<file path="src/rtl/mult_div_unit.sv">
// Radix-2 iterative multiply/divide unit holding the HI/LO registers.
// Optional early-out on zero operands: define MDU_EARLY_OUT_EN.
module mult_div_unit #(
  parameter logic [4:0] OP_MULT  = 5'd12,
  parameter logic [4:0] OP_MULTU = 5'd13,
  parameter logic [4:0] OP_DIV   = 5'd14,
  parameter logic [4:0] OP_DIVU  = 5'd15,
  parameter logic [4:0] OP_MTHI  = 5'd16,
  parameter logic [4:0] OP_MTLO  = 5'd17
) (
  input  logic        iCLK,
  input  logic        iRST_n,
  input  logic        iStart,
  input  logic [4:0]  iControlSignal,
  input  logic [31:0] iA,
  input  logic [31:0] iB,
  output logic        oBusy,
  output logic        oDone,
  output logic [31:0] oHI,
  output logic [31:0] oLO
);

  typedef enum logic [1:0] {
    IDLE,
    CALC,
    FIX
  } state_t;

  state_t state, state_nxt;

  logic [4:0]  cnt;
  logic [63:0] acc;
  logic [31:0] opd;
  logic        mul;
  logic        qneg;
  logic        rneg;

  logic        is_mul;
  logic        is_div;
  logic        is_sgn;
  logic        accept;
  logic        early;
  logic [31:0] a_mag;
  logic [31:0] b_mag;

  logic [32:0] mul_sum;
  logic [63:0] mul_step;
  logic [32:0] div_sh;
  logic [32:0] div_diff;
  logic        div_ge;
  logic [63:0] div_step;

  always_comb begin
    is_mul = (iControlSignal == OP_MULT) ||
             (iControlSignal == OP_MULTU);
    is_div = (iControlSignal == OP_DIV) ||
             (iControlSignal == OP_DIVU);
    is_sgn = (iControlSignal == OP_MULT) ||
             (iControlSignal == OP_DIV);
    accept = iStart && (state == IDLE) &&
             (is_mul || is_div);
    a_mag  = (is_sgn && iA[31]) ? -iA : iA;
    b_mag  = (is_sgn && iB[31]) ? -iB : iB;
  end

`ifdef MDU_EARLY_OUT_EN
  assign early = is_mul ? ((iA == '0) || (iB == '0))
                        : (iB == '0);
`else
  assign early = 1'b0;
`endif

  // Multiply: acc = {partial product, remaining multiplier bits}
  always_comb begin
    mul_sum  = {1'b0, acc[63:32]} +
               (acc[0] ? {1'b0, opd} : 33'd0);
    mul_step = {mul_sum, acc[31:1]};
  end

  // Divide: acc = {remainder, dividend bits / quotient bits}
  always_comb begin
    div_sh   = {acc[63:32], acc[31]};
    div_diff = div_sh - {1'b0, opd};
    div_ge   = div_sh >= {1'b0, opd};
    div_step = div_ge
      ? {div_diff[31:0], acc[30:0], 1'b1}
      : {div_sh[31:0], acc[30:0], 1'b0};
  end

  always_comb begin
    state_nxt = state;
    unique case (state)
      IDLE: if (accept) state_nxt = early ? FIX : CALC;
      CALC: if (cnt == 5'd31) state_nxt = FIX;
      FIX:  state_nxt = IDLE;
      default: state_nxt = IDLE;
    endcase
  end

  always_ff @(posedge iCLK or negedge iRST_n) begin
    if (!iRST_n) state <= IDLE;
    else         state <= state_nxt;
  end

  always_ff @(posedge iCLK or negedge iRST_n) begin
    if (!iRST_n) begin
      cnt   <= '0;
      acc   <= '0;
      opd   <= '0;
      mul   <= 1'b0;
      qneg  <= 1'b0;
      rneg  <= 1'b0;
      oHI   <= '0;
      oLO   <= '0;
      oBusy <= 1'b0;
      oDone <= 1'b0;
    end else begin
      oBusy <= (state_nxt != IDLE);
      oDone <= (state == FIX);
      unique case (state)
        IDLE: begin
          if (iStart && iControlSignal == OP_MTHI) oHI <= iA;
          if (iStart && iControlSignal == OP_MTLO) oLO <= iA;
          if (accept) begin
            cnt  <= '0;
            mul  <= is_mul;
            qneg <= is_sgn && (iA[31] ^ iB[31]);
            rneg <= is_sgn && iA[31];
            opd  <= is_mul ? a_mag : b_mag;
            if (early)
              // Same values the full iteration would settle on
              acc <= is_mul ? 64'd0 : {a_mag, 32'hFFFF_FFFF};
            else
              acc <= {32'd0, is_mul ? b_mag : a_mag};
          end
        end
        CALC: begin
          cnt <= cnt + 5'd1;
          acc <= mul ? mul_step : div_step;
        end
        FIX: begin
          if (mul) begin
            {oHI, oLO} <= qneg ? -acc : acc;
          end else begin
            oLO <= qneg ? -acc[31:0] : acc[31:0];
            oHI <= rneg ? -acc[63:32] : acc[63:32];
          end
        end
        default: ;
      endcase
    end
  end

endmodule
</file>
<file path="config.mk">
export PLATFORM = sky130hd
export DESIGN_NAME = mult_div_unit
export DESIGN_NICKNAME = d
export VERILOG_FILES = /design/src/rtl/mult_div_unit.sv
export SDC_FILE = /design/constraint.sdc
export NUM_CORES = 1
export LEC_CHECK = 0
export ABC_CLOCK_PERIOD_IN_PS = 10000
export CAP_MARGIN = 20
export CORE_ASPECT_RATIO = 1.75
export CORE_UTILIZATION = 35
export DETAILED_ROUTE_END_ITERATION = 12
export GPL_TIMING_DRIVEN = 0
export SYNTH_ARGS = -nofsm -noshare
export SYNTH_HDL_FRONTEND = slang
export SYNTH_SLANG_ARGS = --single-unit
</file>
<file path="constraint.sdc">
create_clock -name iCLK -period 10 [get_ports iCLK]
set_input_delay 1.5 -clock iCLK [delete_from_list [all_inputs] [get_ports iCLK]]
set_output_delay 1.5 -clock iCLK [all_outputs]
set_load 0.01 [all_outputs]
</file>
==> results.json <==
{
  "grt_use_total": 0.3199,
  "slew_viol_final": 0,
  "syn_inst": 1892,
  "setup.worst_path.start_class": "register",
  "wl_per_cell_um": 27.22,
  "yosys_warnings": 0,
  "drt_wl_total_um": 71470,
  "post-route-drc-count": 0,
  "worst_setup_path_startpoint": "acc[0]$_DFFE_PN0P_",
  "clk_pin_slew_ns": 0.08,
  "clk_path_buf_depth": 2,
  "dr_total_vias": 15580,
  "rsz0062_at_grt": "no",
  "htreeDepth": 4,
  "antenna_left": 0,
  "met2_usage": 0.5827,
  "synth.yosys.seq_area_share": 0.2826,
  "r2r_cells": 14,
  "multiInputGateArea_sq_um": 10220,
  "synth_top_cell_by_area": "dfrtp_1",
  "placed_area_sq_um": 17330,
  "io_buffers": 136,
  "yosys-top-cells-count": "nand2_1 (215), o21ai_0 (184), dfrtp_1 (172), nor2_1 (144), a21oi_1 (132)",
  "grt_util_met3": 0.05231,
  "p_leak_nw": 7.325,
  "grt-busiest-layer": "met2",
  "grt_max_degree": 91,
  "tightest_slew_ns": 1.214,
  "cts_tree": "yes",
  "die_y_um": 278.0,
  "netlist.area_leader.share": 0.2826,
  "worstSetupEndpointType": "register",
  "synth-main-ff-cell": "dfrtp_1",
  "drt-pass1-iter-count": 5,
  "cts_sinks": 172,
  "total_power_mw": 6.448,
  "antenna_found_initial": 2,
  "vias_per_cell": 5.933,
  "overflow": 0,
  "criticalPathCategory": "reg -> reg",
  "syn_to_final_growth_pct": 18.13,
  "hold_viol_final": 0,
  "crit_end": "acc[63]$_DFFE_PN0P_",
  "synth_edf_count": 0,
  "async_reset_ff_frac": 1.000,
  "slew_headroom": 0.1876,
  "fp.dieArea_sq_um": 44380,
  "core_area_sq_um": 42670,
  "setup_violations": 0,
  "skew_ns": 0.01372,
  "hold_buffers": 0,
  "finalCritPeriodShare": 0.5428,
  "synth_area_per_cell_sq_um": 8.049,
  "post_cts_resized": 0,
  "ys_ff_latch": 172,
  "yosysMostFrequentCell": "nand2_1",
  "fillers": 4363,
  "grt_first_pass_wirelength_um": 102900,
  "synthesis.area_sq_um": 15230,
  "final_nets": 2195,
  "place.gp.congestion": 1.012,
  "num_rows": 100,
  "start_util": 0.3570,
  "cp.required_ns": 10.35,
  "rr_endpoint": "acc[63]$_DFFE_PN0P_",
  "timing.hold.ws_ns": 0.5170,
  "numCtsBuffers": 17,
  "yosys-top-cells-area": "dfrtp_1 (28%), mux2i_1 (7.1%), o21ai_0 (6.0%)",
  "period_minus_slack_ns": 5.428,
  "drive_above_1_share": 0.04603,
  "crit-reg2reg-launch": "acc[0]$_DFFE_PN0P_",
  "regArea_sq_um": 4304,
  "cp_max_fo": 10,
  "power.density_nw_per_um2": 358.4,
  "clock_latency_ns": 0.46,
  "dp_hpwl_um": 58300,
  "fin_area_sq_um": 17990,
  "status": "finished clean",
  "num_io_pins": 138,
  "maxCapViolCount": 0,
  "grtUsageMet1": 0.2986,
  "yosysUniqueCellTypes": 88,
  "r2r_slack_ns": 4.57,
  "ctsRootBufferMaster": "clkbuf_16",
  "worstHoldPathType": "reg -> reg",
  "ir_worst_vdd_mv": 0.1283,
  "syn-num-nets": 2036,
  "cts_setup_buffers": 0,
  "drt_iter0_markers": 1250,
  "clock.fmax_mhz": 184.2,
  "grt_pass1_vias": 15590,
  "die_x_um": 159.7,
  "tns_ns": 0,
  "critPathArrivalTime_ns": 5.78
}
-- stage by stage --
| stage | setup slack [ns] | utilization | instances |
|---|---|---|---|
| after CTS | 4.583 | 0.4211 | 2622 |
| after floorplan | 6.420 | - | 1892 |
| final | 4.572 | 0.4217 | 2626 |
| after detailed placement | 4.454 | 0.4061 | 2590 |
| after global routing | 4.429 | 0.4216 | 2625 |
| after global placement | 0.04501 | 0.4053 | 2589 |
-- logic make-up (layout without fill, tap and decap cells) --
logic type,count (synthesis),in the layout,synth area share
fa+ha+maj,72,72,0.06014
compound gates,600,600,0.2502
xor+xnor,174,174,0.1001
flops,172,172,0.2826
other cells,0,1,0
mux,119,119,0.07912
buf+inv,183,355,0.04625
simple gates,572,572,0.1816
-- area by class of cell --
cell class | count | area share
diodes | 1 | 0.0001391
plain buffers | 115 | 0.02497
clock buffers | 18 | 0.02441
clock inverters | 14 | 0.01113
inverters | 68 | 0.01419
multi-input cells | 1537 | 0.5682
flip-flops and latches | 172 | 0.2392
well taps | 561 | 0.03902
repair buffers | 140 | 0.07873
-- flip-flops by register name, indices dropped and copies added, names as in the netlist --
| signal | count |
|---|---|
| acc | 64 |
| cnt | 5 |
| mul | 1 |
| oBusy | 1 |
| oDone | 1 |
| oHI | 32 |
| oLO | 32 |
| opd | 32 |
| qneg | 1 |
| rneg | 1 |
| state | 2 |
-- routing by layer --
layer | up-vias | wire length (um)
met1 | 7498 | 23480
li1 | 7150 | -
met5 | - | 14
met4 | 2 | 7877
met2 | 648 | 36750
met3 | 282 | 3352
-- how the worst min path moves through the flow --
stage | start | end | slack [ns] | depth (start not counted)
floorplan | opd[11]$_DFFE_PN0P_ | opd[11]$_DFFE_PN0P_ | 0.45 | 2
global placement | opd[9]$_DFFE_PN0P_ | opd[9]$_DFFE_PN0P_ | 0.48 | 2
detailed placement | opd[11]$_DFFE_PN0P_ | opd[11]$_DFFE_PN0P_ | 0.49 | 2
CTS | cnt[2]$_DFFE_PN0P_ | cnt[2]$_DFFE_PN0P_ | 0.52 | 1
global route | cnt[2]$_DFFE_PN0P_ | cnt[2]$_DFFE_PN0P_ | 0.54 | 1
finish | cnt[2]$_DFFE_PN0P_ | cnt[2]$_DFFE_PN0P_ | 0.52 | 1
-- placed cells by master, fill, tap and decap left out, types with 35 or more instances in the layout --
cell               n
ha_1              70
xnor2_1           96
a211oi_1          47
mux2i_1          108
a21oi_1          132
clkbuf_1          92
inv_1             67
dfrtp_1          172
nor2_1           144
xor2_1            78
nand2_1          215
o21ai_0          184
clkdlybuf4s50_1  135
a21o_1            35
-- worst max-delay path: stages, from the launching register on --
cell and delay [ns]:
dfrtp_1 0.37, clkbuf_1 0.31, inv_1 0.36, clkbuf_1 0.71, nor2_1 0.09, ha_1 0.36, a21o_1 0.23, a211o_1 0.28
o21ai_0 0.44, nand2_1 0.23, a31oi_1 0.44, o21ai_0 0.27, a221oi_1 0.73, o21ai_0 0.21, a32o_1 0.28
-- report_power, final --
group	leakage (nW)	total (mW)	switching [mW]	internal [mW]
registers	2.03	1.41	0.428	0.980
clock network	0.304	0.753	0.341	0.411
logic	4.99	4.29	2.57	1.71
No activity file was read; power rests on OpenSTA's default activity.
